[config.mk]
export PLATFORM = sky130hd
export DESIGN_NAME = hazard_control_unit
export DESIGN_NICKNAME = d
export VERILOG_FILES = /design/src/rtl/hazard_control_unit_pkg.sv /design/src/rtl/hazard_control_unit_sat_counter16.sv /design/src/rtl/hazard_control_unit.sv
export SDC_FILE = /design/constraint.sdc
export NUM_CORES = 1
export LEC_CHECK = 0
export ABC_AREA = 1
export BUFFER_PORTS_ARGS = -buffer_cell sky130_fd_sc_hd__buf_2
export CAP_MARGIN = 40
export CORE_MARGIN = 4
export CORE_UTILIZATION = 58
export DETAILED_ROUTE_END_ITERATION = 6
export HOLD_SLACK_MARGIN = 0.08
export PLACE_DENSITY_LB_ADDON = 0.12
export SLEW_MARGIN = 10
export SYNTH_ARGS = -nofsm -noshare
export SYNTH_HDL_FRONTEND = slang
export SYNTH_SLANG_ARGS = --single-unit
[constraint.sdc]
create_clock -name Clk -period 4.16 [get_ports Clk]
set_input_delay 0.832 -clock Clk [delete_from_list [all_inputs] [get_ports Clk]]
set_output_delay 0.832 -clock Clk [all_outputs]
set_load 0.1 [all_outputs]
[src/rtl/hazard_control_unit_pkg.sv]
// Shared types and widths for the pipeline hazard control unit.
// Holds the stall FSM encoding and the register-match rule used by hazard detection.
package hazard_control_unit_pkg;

    localparam int REG_W = 5;
    localparam int CNT_W = 16;

    typedef enum logic {
        RUN   = 1'b0,
        STALL = 1'b1
    } state_t;

    // Register 0 is hard-wired to zero, so it can never create a dependency.
    function automatic logic reg_match(
        input logic [REG_W-1:0] r,
        input logic [REG_W-1:0] rs,
        input logic [REG_W-1:0] rt,
        input logic             uses_rt
    );
        return (r != '0) && ((r == rs) || (uses_rt && (r == rt)));
    endfunction

endpackage

[src/rtl/hazard_control_unit_sat_counter16.sv]
// 16-bit event counter that increments on enable and sticks at all-ones.
// Asynchronous active-high reset.
module sat_counter16
    import hazard_control_unit_pkg::*;
(
    input  logic             clk,
    input  logic             rst,
    input  logic             inc,
    output logic [CNT_W-1:0] count
);

    // NOTE: sequential state uses non-blocking assignments so every flop samples pre-edge values.
    always_ff @(posedge clk or posedge rst) begin
        if (rst) begin
            count <= '0;
        end else if (inc && (count != '1)) begin
            count <= count + 1'b1;
        end
    end

endmodule

[src/rtl/hazard_control_unit.sv]
// Load-use / branch-operand hazard detection with stall sequencing and IF/ID flush control.
// Also keeps saturating counts of stall cycles and flushes.
module hazard_control_unit
    import hazard_control_unit_pkg::*;
(
    input  logic             Clk,
    input  logic             Reset,
    input  logic             IDEX_MemRead,
    input  logic             IDEX_RegWrite,
    input  logic [REG_W-1:0] IDEX_WriteReg,
    input  logic [REG_W-1:0] IFID_Rs,
    input  logic [REG_W-1:0] IFID_Rt,
    input  logic             IFID_UsesRt,
    input  logic             IFID_Branch,
    input  logic             BranchTaken,
    output logic             PCoff,
    output logic             IFIDWriteOff,
    output logic             IDEXBubble,
    output logic             IFIDFlush,
    output logic [CNT_W-1:0] StallCycles,
    output logic [CNT_W-1:0] FlushCount
);

    state_t     state, state_next;
    logic [1:0] remain, remain_next;
    logic       dep, load_use, branch_alu, hazard, stall;
    logic [1:0] stall_len;

    assign dep        = reg_match(IDEX_WriteReg, IFID_Rs, IFID_Rt, IFID_UsesRt);
    assign load_use   = IDEX_MemRead && dep;
    assign branch_alu = IFID_Branch && IDEX_RegWrite && !IDEX_MemRead && dep;
    assign hazard     = load_use || branch_alu;
    // A branch compared in ID needs the loaded value one extra cycle later.
    assign stall_len  = (load_use && IFID_Branch) ? 2'd2 : 2'd1;

    always_ff @(posedge Clk or posedge Reset) begin
        if (Reset) begin
            state  <= RUN;
            remain <= 2'd0;
        end else begin
            state  <= state_next;
            remain <= remain_next;
        end
    end

    // NOTE: every signal gets a default before the case so no latch can be inferred.
    always_comb begin
        state_next  = state;
        remain_next = remain;
        stall       = 1'b0;
        case (state)
            RUN: begin
                if (hazard) begin
                    stall = 1'b1;
                    if (stall_len == 2'd2) begin
                        state_next  = STALL;
                        remain_next = stall_len - 2'd1;
                    end
                end
            end
            STALL: begin
                stall       = 1'b1;
                remain_next = remain - 2'd1;
                if (remain <= 2'd1) begin
                    state_next  = RUN;
                    remain_next = 2'd0;
                end
            end
            default: begin
                state_next  = RUN;
                remain_next = 2'd0;
            end
        endcase
    end

    assign PCoff        = stall;
    assign IFIDWriteOff = stall;
    assign IDEXBubble   = stall;
    // A stalled branch is re-presented after the stall, so the flush waits for it.
    assign IFIDFlush    = BranchTaken && !stall;

    sat_counter16 u_stall_cnt (
        .clk   (Clk),
        .rst   (Reset),
        .inc   (PCoff),
        .count (StallCycles)
    );

    sat_counter16 u_flush_cnt (
        .clk   (Clk),
        .rst   (Reset),
        .inc   (IFIDFlush),
        .count (FlushCount)
    );

endmodule

==> results of run 1 <==
## sequential cells by signal (all words and copies together) (netlist names)
name / flops
u_stall_cnt.count: 16
u_flush_cnt.count: 16
remain: 2
state: 1
## synthesized netlist by cell type
library cell / number / area [µm²]
nand3_4: 2 / 35.0
nor2_4: 2 / 22.5
nor3b_1: 1 / 7.51
nor2_1: 32 / 120
a21oi_1: 1 / 5.00
ha_1: 2 / 25.0
xnor2_1: 19 / 166
nand4_1: 1 / 6.26
nand4_4: 1 / 21.3
nand2_4: 2 / 22.5
nor3_1: 2 / 10.0
nand3_1: 34 / 170
inv_2: 5 / 18.8
buf_6: 4 / 45.0
buf_4: 2 / 15.0
nor2_2: 1 / 6.26
nand4_2: 1 / 12.5
buf_8: 1 / 15.0
dfrtp_1: 35 / 876
nand2_1: 129 / 484
inv_1: 20 / 75.1
clkinv_1: 1 / 3.75
nor3_2: 1 / 10.0
nor4_1: 1 / 6.26
xor2_1: 10 / 87.6
nand2_2: 7 / 43.8
o21ai_2: 4 / 35.0
nand3b_1: 2 / 15.0
clkbuf_1: 1 / 3.75
## kinds of logic (layout without fill, tap and decap cells)
family | count (synthesis) | count (layout)
buffers and inverters | 34 | 92
adders and majority gates | 2 | 2
DFF | 35 | 35
and+or+nand+nor | 219 | 219
xor gates and xnor gates | 29 | 29
AOI/OAI and AO/OA | 5 | 5
## metal layers
metal,global-route usage,share of wire,vias up
met5,0,0,-
met4,0.0689,0.014,0
met3,0.0519,0.062,8
met2,0.351,0.48,59
met1,0.267,0.45,989
li1,-,-,1122
## worst reg2reg max path, delay by kind of cell (launching register included)
family        cells  cell delay (ns)
simple gates      5             1.04
flops             1             0.41
fa+ha+maj         1             0.24
buf+inv           1             0.14
## power breakdown
group          internal (µW)  switching [µW]  total, µW
Sequential               384            63.2        447
Clock                    178             131        310
Combinational            101             425        525
Total                    663             619       1280
## final timing paths
path | startpoint | to | slack [ns] | cells past startpoint
setup reg to reg | u_stall_cnt.count[0] | u_stall_cnt.count[10] | 2.27 | 7
max in group asynchronous | Reset | u_flush_cnt.count[10] | 3.22 | 3
setup / recovery | IDEX_WriteReg[4] | PCoff | 1.18 | 10
hold / removal | u_flush_cnt.count[15] | u_flush_cnt.count[15] | 0.53 | 2
hold reg to reg | u_flush_cnt.count[15] | u_flush_cnt.count[15] | 0.53 | 2
min in group asynchronous | Reset | u_flush_cnt.count[12] | 0.64 | 3
## through the flow
| step | util | worst slack [ns] | power [µW] | instance area (µm²) |
|---|---|---|---|---|
| 4_1_cts | 0.724 | 1.18 | 1290 | 2750 |
| 5_1_grt | 0.724 | 1.08 | 1340 | 2750 |
| 3_5_place_dp | 0.695 | 1.17 | 978 | 2640 |
| 2_1_floorplan | - | 1.31 | 893 | 2360 |
| 6_report | 0.724 | 1.18 | 1280 | 2750 |
| 3_3_place_gp | 0.695 | 1.19 | 972 | 2640 |
## final cells by class
type,count,area (µm²),share of cell area
inverters,26,97.6,0.0355
clock buffers,5,68.8,0.0250
repair buffers,58,293,0.106
clock inverters,3,43.8,0.0159
multi-input cells,255,1310,0.477
flip-flops and latches,35,876,0.318
well taps,48,60.1,0.0218
==> summary.txt, run 1 <==
Status
  – Status: finished clean

Placed design
  – Post-DP HPWL: 3710 µm
  – GP Congestion: 0.926
  – DP Cell Count: ~420
  – Port bufs: 57

Clock network
  – CTS H-tree lvls: 2
  – Clock Latency Late Sink: between 0.2 and 0.3 ns
  – Num Clock Sinks: 35
  – CTS tree: built
  – Setup repair bufs after CTS: 0
  – Max clock buf depth: 2
  – Hold-fix buffer count after cts: 0
  – Cts bufs inserted: 5
  – CTS resizes: 0
  – Clk root buf: clkbuf_8
  – CTS clock-pin slew for the worst setup and hold paths: around 0.070 ns

Synthesis
  – Synthesis Warnings: 0
  – Post-synthesis cell type count: 29
  – Synth Area in Simple Gates: 0.420
  – Xor and xnor area share after synthesis: 0.107
  – Compound-Gate Fraction of Synth Area: 0.0169
  – Post-Synth Adder-Cell Area: 0.0106
  – Largest family of logic cells by synthesized area: simple AND/OR/NAND/NOR gates
  – Multiplexer area fraction after synthesis: 0
  – Post-Syn Nets: between 300 and 400
  – Seq cells post-synth: 35
  – Mapped cell area: 2360 µm²
  – Sequential share of the synthesized area: 0.370
  – Cell count after synthesis: 324
  – Mean Syn Cell Area: around 7.3 µm²

Die
  – Core area: between 3000 and 4000 µm²
  – Initial Util: 0.623
  – Standard-cell row count: 22
  – Die X: 71.9 µm
  – Die area: 5160 µm²
  – Ports: 58
  – Die Ht: between 70 and 80 µm

STA
  – Minimum clock period: approximately 3.0 ns
  – RSZ-0062 raised after global routing: no
  – Setup TNS: 0 ns
  – Final setup violation count: 0
  – Final worst-path cycle share: 0.717
  – Max-slew violations: 0
  – Worst Skew: between 0.003 and 0.004 ns
  – Least-Margin Pin Slew: 0.495 ns
  – Achievable Freq: 335 MHz
  – Slew headroom: 0.673
  – Hold Fails Final Rpt: 0
  – Hold Worst Slack: 0.530 ns

Global routing
  – Initial antenna violation count: 0
  – Largest net degree at the start of global routing: 36
  – Total track usage: 0.210
  – Grt total ovfl: 0
  – First-pass GRT wire length: 8760 µm
  – Number of global-route vias before repair: 2057

Drt
  – TritonRoute pass-1 iters: 4
  – DR vias: 2178
  – Routed Antenna Nets: 0
  – Drt first-iter violations: 187
  – Routed length per instance: 11.6 µm
  – Drt drc: 0
  – Drt total wl: 5000 µm
  – Vias per cell: roughly 5.1

Worst setup path
  – WS Path Type: in2out
  – WP data required: 3.33 ns
  – CP Buf/Inv Count: 3
  – CP arrival: 2.15 ns
  – Family with the most delay on the worst path: simple AND/OR/NAND/NOR gates
  – Worst path cell trace: buf_2 -> inv_2 -> nand2_1 -> nand2_1 -> nor2_1 -> nand3_1 -> nand2_2 -> nand3_4 -> nand2_4 -> buf_2
  – Crit-path max cell delay: 0.46 ns
  – CP Max Fanout: 16
  – Critical-path top delay cell: buf_2
  – Setup crit end kind: output pin
  – Worst setup SP type: primary input

Power and ir drop
  – Static leakage: 0.00149 µW
  – Max IR drop VDD: 0.000463 V
  – Power Density: 466 nW/µm²

Final layout
  – # diodes: 0
  – Final #Nets: 405
  – Area Growth Syn to Fin: 16.3%
  – Fillcell total: 314
  – Most frequent cells in the layout: 129 x nand2_1, 57 x buf_2, 35 x dfrtp_1
  – Most common cell after layout, fill and taps aside: nand2_1
  – Share of cells above drive strength 1: 0.241
  – Non-Filler Instances: 430

Job
  – Max cap viols: 0

Min path
  – Hold Crit Class: reg2reg
Note: power is estimated with default switching activity, not from simulation.
==> run 2, diff against run 1 <==
--- a/config.mk
+++ b/config.mk
@@ -9,7 +9,7 @@
 export BUFFER_PORTS_ARGS = -buffer_cell sky130_fd_sc_hd__buf_2
 export CAP_MARGIN = 40
 export CORE_MARGIN = 4
-export CORE_UTILIZATION = 58
+export CORE_UTILIZATION = 54
 export DETAILED_ROUTE_END_ITERATION = 6
 export HOLD_SLACK_MARGIN = 0.08
 export PLACE_DENSITY_LB_ADDON = 0.12
==> constraint.sdc (replaced) <==
create_clock -name Clk -period 3 [get_ports Clk]
set_input_delay 0.6 -clock Clk [delete_from_list [all_inputs] [get_ports Clk]]
set_output_delay 0.6 -clock Clk [all_outputs]
set_load 0.1 [all_outputs]
==> summary.txt, run 2 (synthesis gave the netlist of run 1 again) <==
Final layout
  – Non-Filler Instances: 432 (was 430)
  – Fillcell total: 370 (was 314)
  – Most common cell after layout, fill and taps aside: nand2_1 (unchanged)
  – Area Growth Syn to Fin: 15.6% (was 16.3%)
  – # diodes: 0 (unchanged)
  – Most frequent cells in the layout: 129 x nand2_1, 57 x buf_2, 35 x dfrtp_1 (unchanged)
  – Final Core Density: 0.664 (was 0.724)
  – Design area: 2730 µm² (was 2750 µm²)
  – Top flop regs: u_flush_cnt.count x16, u_stall_cnt.count x16, remain x2 (unchanged)
  – Share of cells above drive strength 1: 0.241 (unchanged)
  – Final #Nets: 405 (unchanged)

Worst setup path
  – CP arrival: 1.93 ns (was 2.15 ns)
  – WP data required: 2.40 ns (was 3.33 ns)
  – CP startpoint: IDEX_WriteReg[4] (unchanged)
  – Worst path cell trace: buf_2 -> inv_2 -> nand2_1 -> nand2_1 -> nor2_1 -> nand3_1 -> nand2_2 -> nand3_4 -> nand2_4 -> buf_2 (unchanged)
  – Critical-path top delay cell: buf_2 (unchanged)
  – WS Path Type: in2out (unchanged)
  – CP Max Fanout: 16 (unchanged)
  – Worst reg2reg path depth: 7 (unchanged)
  – Setup crit end kind: output pin (unchanged)
  – CP Buf/Inv Count: 3 (unchanged)
  – Crit-path max cell delay: 0.47 ns (was 0.46 ns)
  – Family with the most delay on the worst path: simple AND/OR/NAND/NOR gates (unchanged)
  – Reg2reg setup slack: 1.10 ns (was 2.27 ns)
  – Reg-to-Reg End: u_stall_cnt.count[1] (was u_stall_cnt.count[10])
  – Reg2reg start: u_stall_cnt.count[0] (unchanged)
  – Worst setup SP type: primary input (unchanged)

Die
  – Die area: 5500 µm² (was 5160 µm²)
  – Core area: 4120 µm² (was 3800 µm²)
  – Ports: 58 (unchanged)
  – Initial Util: 0.575 (was 0.623)
  – Die X: 74.2 µm (was 71.9 µm)
  – Die Ht: 74.2 µm (was 71.9 µm)
  – Standard-cell row count: 23 (was 22)

Min path
  – Hold Crit Class: in2async (was reg2reg)

Global routing
  – Grt total ovfl: 0 (unchanged)
  – First-pass GRT wire length: 8890 µm (was 8760 µm)
  – Total track usage: 0.206 (was 0.210)
  – Number of global-route vias before repair: 2025 (was 2057)
  – Largest net degree at the start of global routing: 36 (unchanged)
  – Initial antenna violation count: 0 (unchanged)

STA
  – Worst Skew: 0.00745 ns (was 0.00355 ns)
  – Minimum clock period: around 2.5 ns
  – Achievable Freq: roughly 400 MHz
  – Final worst-path cycle share: 0.843
  – Slew headroom: 0.674 (was 0.673)
  – Hold Fails Final Rpt: 0 (unchanged)
  – Setup TNS: 0 ns (unchanged)
  – Max-slew violations: 0 (unchanged)
  – RSZ-0062 raised after global routing: no (unchanged)
  – Least-Margin Pin Slew: 0.492 ns (was 0.495 ns)
  – Final setup violation count: 0 (unchanged)

Clock network
  – Clock Latency Late Sink: 0.30 ns (was 0.29 ns)
  – Cts bufs inserted: 5 (unchanged)
  – CTS clock-pin slew for the worst setup and hold paths: 0.08 ns (was 0.07 ns)
  – CTS H-tree lvls: 2 (unchanged)
  – Setup repair bufs after CTS: 0 (unchanged)
  – CTS resizes: 0 (unchanged)
  – Num Clock Sinks: 35 (unchanged)
  – Hold-fix buffer count after cts: 0 (unchanged)
  – Clk root buf: clkbuf_8 (unchanged)
  – Max clock buf depth: 2 (unchanged)
  – CTS tree: built (unchanged)

Drt
  – Routed length per instance: 11.7 µm (was 11.6 µm)
  – Drt total wl: 5070 µm (was 5000 µm)
  – Routed Antenna Nets: 0 (unchanged)
  – Vias per cell: 5.03 (was 5.07)
  – Drt drc: 0 (unchanged)
  – TritonRoute pass-1 iters: 4 (unchanged)
  – Drt first-iter violations: 118 (was 187)
  – DR vias: 2173 (was 2178)

Placed design
  – Port bufs: 57 (unchanged)
  – DP Cell Count: 424 (was 422)
  – Post-DP HPWL: 3830 µm (was 3710 µm)
  – GP Congestion: 0.869 (was 0.926)
  – Area after DPL: 2640 µm² (about the same)

Power and ir drop
  – Static leakage: 0.00147 µW (was 0.00149 µW)
  – Power Density: 624 nW/µm² (was 466 nW/µm²)
  – Max IR drop VDD: 0.000452 V (was 0.000463 V)

Job
  – Max cap viols: 0 (unchanged)

Status
  – Status: finished clean (unchanged)
==> run 2: where the power goes <==
group / switching [µW] / internal, µW / total [µW] / leakage [µW]
Combinational: 589 / 139 / 728 / 0.000954
Clock: 192 / 166 / 358 / 0.0000408
Sequential: 88.1 / 532 / 620 / 0.000476
==> run 2: layout make-up <==
type | instances | area [µm²] | share of cell area
timing repair buffer | 58 | 293 | 0.107
clock inverter | 3 | 23.8 | 0.00870
inverter | 26 | 97.6 | 0.0357
multi-input combinational | 255 | 1310 | 0.480
clock buffer | 5 | 68.8 | 0.0252
sequential | 35 | 876 | 0.320
tap | 50 | 62.6 | 0.0229
==> run 2: tightest hold or removal path: stages <==
cell	delay [ns]
buf_2	0.09
inv_1	0.04
buf_4	0.39
==> run 2: metal layers <==
layer	vias to the layer above	GRT usage	wire (µm)
li1	1117	-	-
met1	997	0.242	2100
met2	52	0.373	2600
met3	7	0.0459	303
met4	0	0.0664	72
met5	-	0	0
==> run 2: how the worst max path moves through the flow <==
| stage | endpoint | slack (ns) | depth (start not counted) |
|---|---|---|---|
| after CTS | PCoff | 0.47 | 10 |
| after global routing | IFIDWriteOff | 0.33 | 10 |
| final | PCoff | 0.47 | 10 |
| after global placement | IDEXBubble | 0.48 | 10 |
| after floorplan | IFIDWriteOff | 0.61 | 9 |
| after detailed placement | PCoff | 0.47 | 10 |
==> run 2: metrics by stage <==
step / total power (µW) / hold slack [ns] / setup WS [ns]
floorplan: 1240 / 0.489 / 0.612
global placement: 1350 / 0.487 / 0.484
detailed placement: 1360 / 0.523 / 0.466
CTS: 1730 / 0.400 / 0.468
global route: 1800 / 0.413 / 0.328
finish: 1710 / 0.391 / 0.472
